`src/rtl/ped_request_conditioner.sv`:
```
// Pedestrian push-button conditioner: synchronise, debounce, edge-detect and
// latch a request until acknowledged, then hold off re-requests for a lockout window.
module ped_request_conditioner #(
  parameter int unsigned FPGAFREQ      = 50_000_000,
  parameter int unsigned T_DEBOUNCE_MS = 20,
  parameter int unsigned T_LOCKOUT     = 2,
  parameter bit          ACTIVE_LOW    = 1'b1
) (
  input  logic clk,
  input  logic reset,
  input  logic b_raw,
  input  logic ack,
  output logic btn_level,
  output logic req_pulse,
  output logic req,
  output logic sol_light,
  output logic busy
);

  localparam int unsigned DB_RAW    = FPGAFREQ * T_DEBOUNCE_MS / 1000;
  localparam int unsigned DB_CYCLES = (DB_RAW < 1) ? 1 : DB_RAW;
  localparam int unsigned DB_W      = $clog2(DB_CYCLES) + 1;
  localparam logic [DB_W-1:0] DB_MAX = DB_W'(DB_CYCLES - 1);

  localparam int unsigned LK_CYCLES = FPGAFREQ * T_LOCKOUT;
  localparam int unsigned LK_W      = $clog2(LK_CYCLES) + 1;
  localparam logic [LK_W-1:0] LK_LOAD = (LK_CYCLES > 0) ? LK_W'(LK_CYCLES - 1) : '0;

  typedef enum logic [1:0] {IDLE, PENDING, LOCKOUT} state_t;

  // Normalised before the synchroniser so its reset value is the released level.
  logic b_norm;
  assign b_norm = b_raw ^ ACTIVE_LOW;

  logic            sync1_q, sync2_q;
  logic            btn_level_q, btn_level_d;
  logic            btn_prev_q;
  logic [DB_W-1:0] db_cnt_q, db_cnt_d;
  logic            press;

  always_ff @(posedge clk or posedge reset) begin
    if (reset) begin
      sync1_q     <= 1'b0;
      sync2_q     <= 1'b0;
      btn_level_q <= 1'b0;
      btn_prev_q  <= 1'b0;
      db_cnt_q    <= '0;
    end else begin
      sync1_q     <= b_norm;
      sync2_q     <= sync1_q;
      btn_level_q <= btn_level_d;
      btn_prev_q  <= btn_level_q;
      db_cnt_q    <= db_cnt_d;
    end
  end

  always_comb begin
    db_cnt_d    = '0;
    btn_level_d = btn_level_q;
    if (sync2_q != btn_level_q) begin
      if (db_cnt_q == DB_MAX) begin
        btn_level_d = ~btn_level_q;
      end else begin
        db_cnt_d = db_cnt_q + DB_W'(1);
      end
    end
  end

  assign press = btn_level_q & ~btn_prev_q;

  state_t          state_q, state_d;
  logic [LK_W-1:0] lk_cnt_q, lk_cnt_d;
  logic            req_pulse_q, req_pulse_d;
  logic            req_q, req_d;
  logic            busy_q, busy_d;

  always_ff @(posedge clk or posedge reset) begin
    if (reset) begin
      state_q     <= IDLE;
      lk_cnt_q    <= '0;
      req_pulse_q <= 1'b0;
      req_q       <= 1'b0;
      busy_q      <= 1'b0;
    end else begin
      state_q     <= state_d;
      lk_cnt_q    <= lk_cnt_d;
      req_pulse_q <= req_pulse_d;
      req_q       <= req_d;
      busy_q      <= busy_d;
    end
  end

  // ack takes priority over a coincident press; presses outside IDLE are dropped.
  always_comb begin
    state_d  = state_q;
    lk_cnt_d = lk_cnt_q;
    unique case (state_q)
      IDLE: begin
        if (press) state_d = PENDING;
      end
      PENDING: begin
        if (ack) begin
          if (LK_CYCLES > 0) begin
            state_d  = LOCKOUT;
            lk_cnt_d = LK_LOAD;
          end else begin
            state_d = IDLE;
          end
        end
      end
      LOCKOUT: begin
        if (lk_cnt_q == '0) begin
          state_d = IDLE;
        end else begin
          lk_cnt_d = lk_cnt_q - LK_W'(1);
        end
      end
      default: state_d = IDLE;
    endcase
  end

  always_comb begin
    req_pulse_d = (state_q == IDLE) && press;
    req_d       = (state_d == PENDING);
    busy_d      = (state_d == LOCKOUT);
  end

  assign btn_level = btn_level_q;
  assign req_pulse = req_pulse_q;
  assign req       = req_q;
  assign sol_light = req_q;
  assign busy      = busy_q;

endmodule

```
`config.mk`:
```
export PLATFORM = sky130hd
export DESIGN_NAME = ped_request_conditioner
export DESIGN_NICKNAME = d
export VERILOG_FILES = /design/src/rtl/ped_request_conditioner.sv
export SDC_FILE = /design/constraint.sdc
export NUM_CORES = 1
export LEC_CHECK = 0
export ABC_AREA = 1
export BUFFER_PORTS_ARGS = -buffer_cell sky130_fd_sc_hd__buf_2
export CAP_MARGIN = 20
export CORE_ASPECT_RATIO = 1.4
export CORE_MARGIN = 2
export CORE_UTILIZATION = 25
export CTS_CLUSTER_DIAMETER = 80
export DETAILED_ROUTE_END_ITERATION = 10
export GPL_ROUTABILITY_DRIVEN = 0
export GPL_TIMING_DRIVEN = 0
export PLACE_DENSITY = 0.35
export REMOVE_ABC_BUFFERS = 1
export SETUP_SLACK_MARGIN = 0.2
export SYNTH_ARGS = -nofsm -noshare
export SYNTH_HDL_FRONTEND = slang
export SYNTH_SLANG_ARGS = --single-unit
```
`constraint.sdc`:
```
create_clock -name clk -period 2.3 [get_ports clk]
set_input_delay 0.46 -clock clk [delete_from_list [all_inputs] [get_ports clk]]
set_output_delay 0.46 -clock clk [all_outputs]
set_load 0.02 [all_outputs]
```
==> flow_summary_export.csv <==
group,metric,value,unit
timing,maxSlewViolCount,0,
drt,drt-vias-per-instance,4.43,
timing,setup_viol,0,
synthesis,syn_inst,470,
worst_setup_path,crit_fanout,12,
worst_setup_path,setup.worst_path.start_class,"flop",
timing,skew,7.87,ps
worst_hold_path,hp-class,"input pin to flop",
clock_tree,clk_pin_slew,50,ps
placed_design,place_ws,121,ps
global_routing,grt_max_degree,36,
final_layout,layout.cells.non_filler,670,
power,clkPwrFrac,47.2,%
placed_design,hpwlAfterDp,6.73,mm
synthesis,netlist_top_cells_area,"dfrtp_1, nand2_1, nor2_1",
final_layout,final_cell_mix,"nand2_1, nor2_1, dfrtp_1",
power,vdd_ir_drop_max,0.000276,V
clock_tree,clk_path_buf_depth,2,
power,leakage,1.79,nW
synthesis,ys_ff_latch,58,
power,power_frac_comb,11.2,%
clock_tree,cts.sinks,58,
power,power_density,713,mW/mm^2
final_layout,drive_gt1_share,13.1,%
drt,met3WireLength,152,microns
timing,fmaxAchievable,515,MHz
drt,wl_met1,3.93,mm
global_routing,grt_usage,14.0,%
timing,slew_headroom,45.7,%
final_layout,post-route-util,29.7,%
power,switching_share,28.3,%
synthesis,seq_area_frac_synth,42.2,%
clock_tree,cts_tree,"done",
synthesis,synth_top_area_cell,"dfrtp_1",
synthesis,yosys_warnings,0,
synthesis,synth_area,0.00344,sq mm
clock_tree,h-tree-depth,3,
floorplanning,die_h,143,microns
timing,fin_crit,1940,ps
drt,wl_met2,4.90,mm
floorplanning,die-area,0.0147,sq mm
floorplanning,initial_utilization,25.7,%
floorplanning,die_w,103,microns
drt,wl,9.28,mm
drt,antenna_left,0,
timing,worst_slack,359,ps
power,power,0.00284,W
global_routing,grt_pass1_vias,3057,
drt,dr.first_iter.drc_count,129,
synthesis,synth_top_area_share,42.2,%
worst_setup_path,end_kind,"flop",
drt,wire_per_inst,13.8,microns
status,outcome,"complete, no violations",
placed_design,dp_cells,653,
worst_setup_path,worstPathArrival,2140,ps
floorplanning,ios,9,
synthesis,avgSynthCellArea,7.32,sq um
timing,tns,0,ps
worst_setup_path,worstSetupPathType,"flop to flop",
final_layout,nets,489,
power,power.internal,0.00203,W
drt,dr_total_vias,2969,
placed_design,numPortBuffers,8,
global_routing,antenna_found_initial,0,
job,drv_cap,0,
timing,rsz0062_at_grt,"false",
final_layout,area_growth,15.6,%
timing,fin_crit_sh,84.4,%
final_layout,diodes,0,
synthesis,post_synth_num_cell_types,30,
drt,routed.top_layer,"met4",
global_routing,grt_pass1_wl,15.4,mm
global_routing,overflow,0,
floorplanning,core,0.0134,sq mm
timing,tightest_slew,813,ps
drt,dr.pass1.iters,4,
drt,drcViolationCount,0,
clock_tree,cts_buffers,9,
timing,hold_viol,0,
floorplanning,rows,50,
worst_setup_path,required,2500,ps
power,p_seq_share,41.6,%
clock_tree,root_buffer,"clkbuf_16",
final_layout,mostFrequentLayoutCell,"nand2_1",
clock_tree,clkLatencyLatePin,330,ps
power,p_switching,0.000803,W
## flip-flops by register name (all words and copies together), names as in the netlist
register / cells
btn_level: 1
lk_cnt_q: 28
busy: 1
state_q: 2
sync2_q: 1
sync1_q: 1
req: 1
btn_prev_q: 1
db_cnt_q: 21
req_pulse: 1
## kinds of logic (layout without fill, tap and decap cells)
logic type                 count (synthesis)  in the layout  synth area share [%]
AOI/OAI and AO/OA                         32             32                  5.60
xor gates and xnor gates                  11             11                  2.80
buffers and inverters                     67             85                  8.29
DFF                                       58             58                  42.2
adders and majority gates                  2              2                 0.727
and+or+nand+nor                          300            300                  40.4
## final timing paths
check                            start      endpoint  slack [ps]  cells past startpoint
max                        db_cnt_q[0]  db_cnt_q[18]         360                      8
min                              b_raw       sync1_q         270                      2
max reg2reg                db_cnt_q[0]  db_cnt_q[18]         360                      8
min reg2reg                    sync1_q       sync2_q         350                      0
max in group asynchronous        reset  lk_cnt_q[22]        1390                      3
min in group asynchronous        reset     btn_level         290                      2
## through the flow
stage	hold slack, ps	cell area, sq um
floorplan	331	3380
global placement	335	3640
detailed placement	340	3660
CTS	260	3970
global route	272	3980
finish	274	3980
## area by class of cell
cell class,count,area [sq um]
fillers,1502,9410
multi-input cells,345,1720
flip-flops and latches,58,1450
clock buffers,10,229
well taps,182,228
inverters,59,225
repair buffers,10,67.6
clock inverters,6,57.6
## power groups by stage
stage / registers [W] / clock network, W / logic [W]
6_report: 0.00118 / 0.00134 / 0.000318
4_1_cts: 0.00118 / 0.00138 / 0.000326
5_1_grt: 0.00119 / 0.00143 / 0.000369
3_5_place_dp: 0.00120 / 0 / 0.000320
3_3_place_gp: 0.00120 / 0 / 0.000311
2_1_floorplan: 0.00118 / 0 / 0.000245
## per-layer routing
metal	track usage (%)	up-vias
li1	-	1518
met5	0	-
met4	7.13	0
met1	15.7	1407
met3	2.79	15
met2	24.7	29
## cell usage after synthesis (all sizes together)
cell / instances
clkinv: 1
ha: 2
or2: 2
dfrtp: 58
nand3b: 3
clkbuf: 1
o21ai: 24
nand3: 46
nand4: 11
a21oi: 6
buf: 7
nand2: 123
xor2: 9
nor3: 19
a31oi: 2
xnor2: 2
nor2: 95
inv: 58
nor3b: 1
## worst max-delay path, cell delays in order (launching register included)
cell     delay, ps
dfrtp_1        370
ha_1           200
nand3_1        190
nor2_1         130
inv_1           80
nor2_1         230
nand3_1        220
nand2_2        280
nor3_1         100
## timing repair
action | in CTS | in global routing
endpoints found under the hold margin | 0 | 0
gates resized for setup | 2 | 2
hold buffers | 0 | 0
endpoints found under the setup margin | 17 | 18
setup buffers | 1 | 0
No activity file was read; power rests on OpenSTA's default activity.
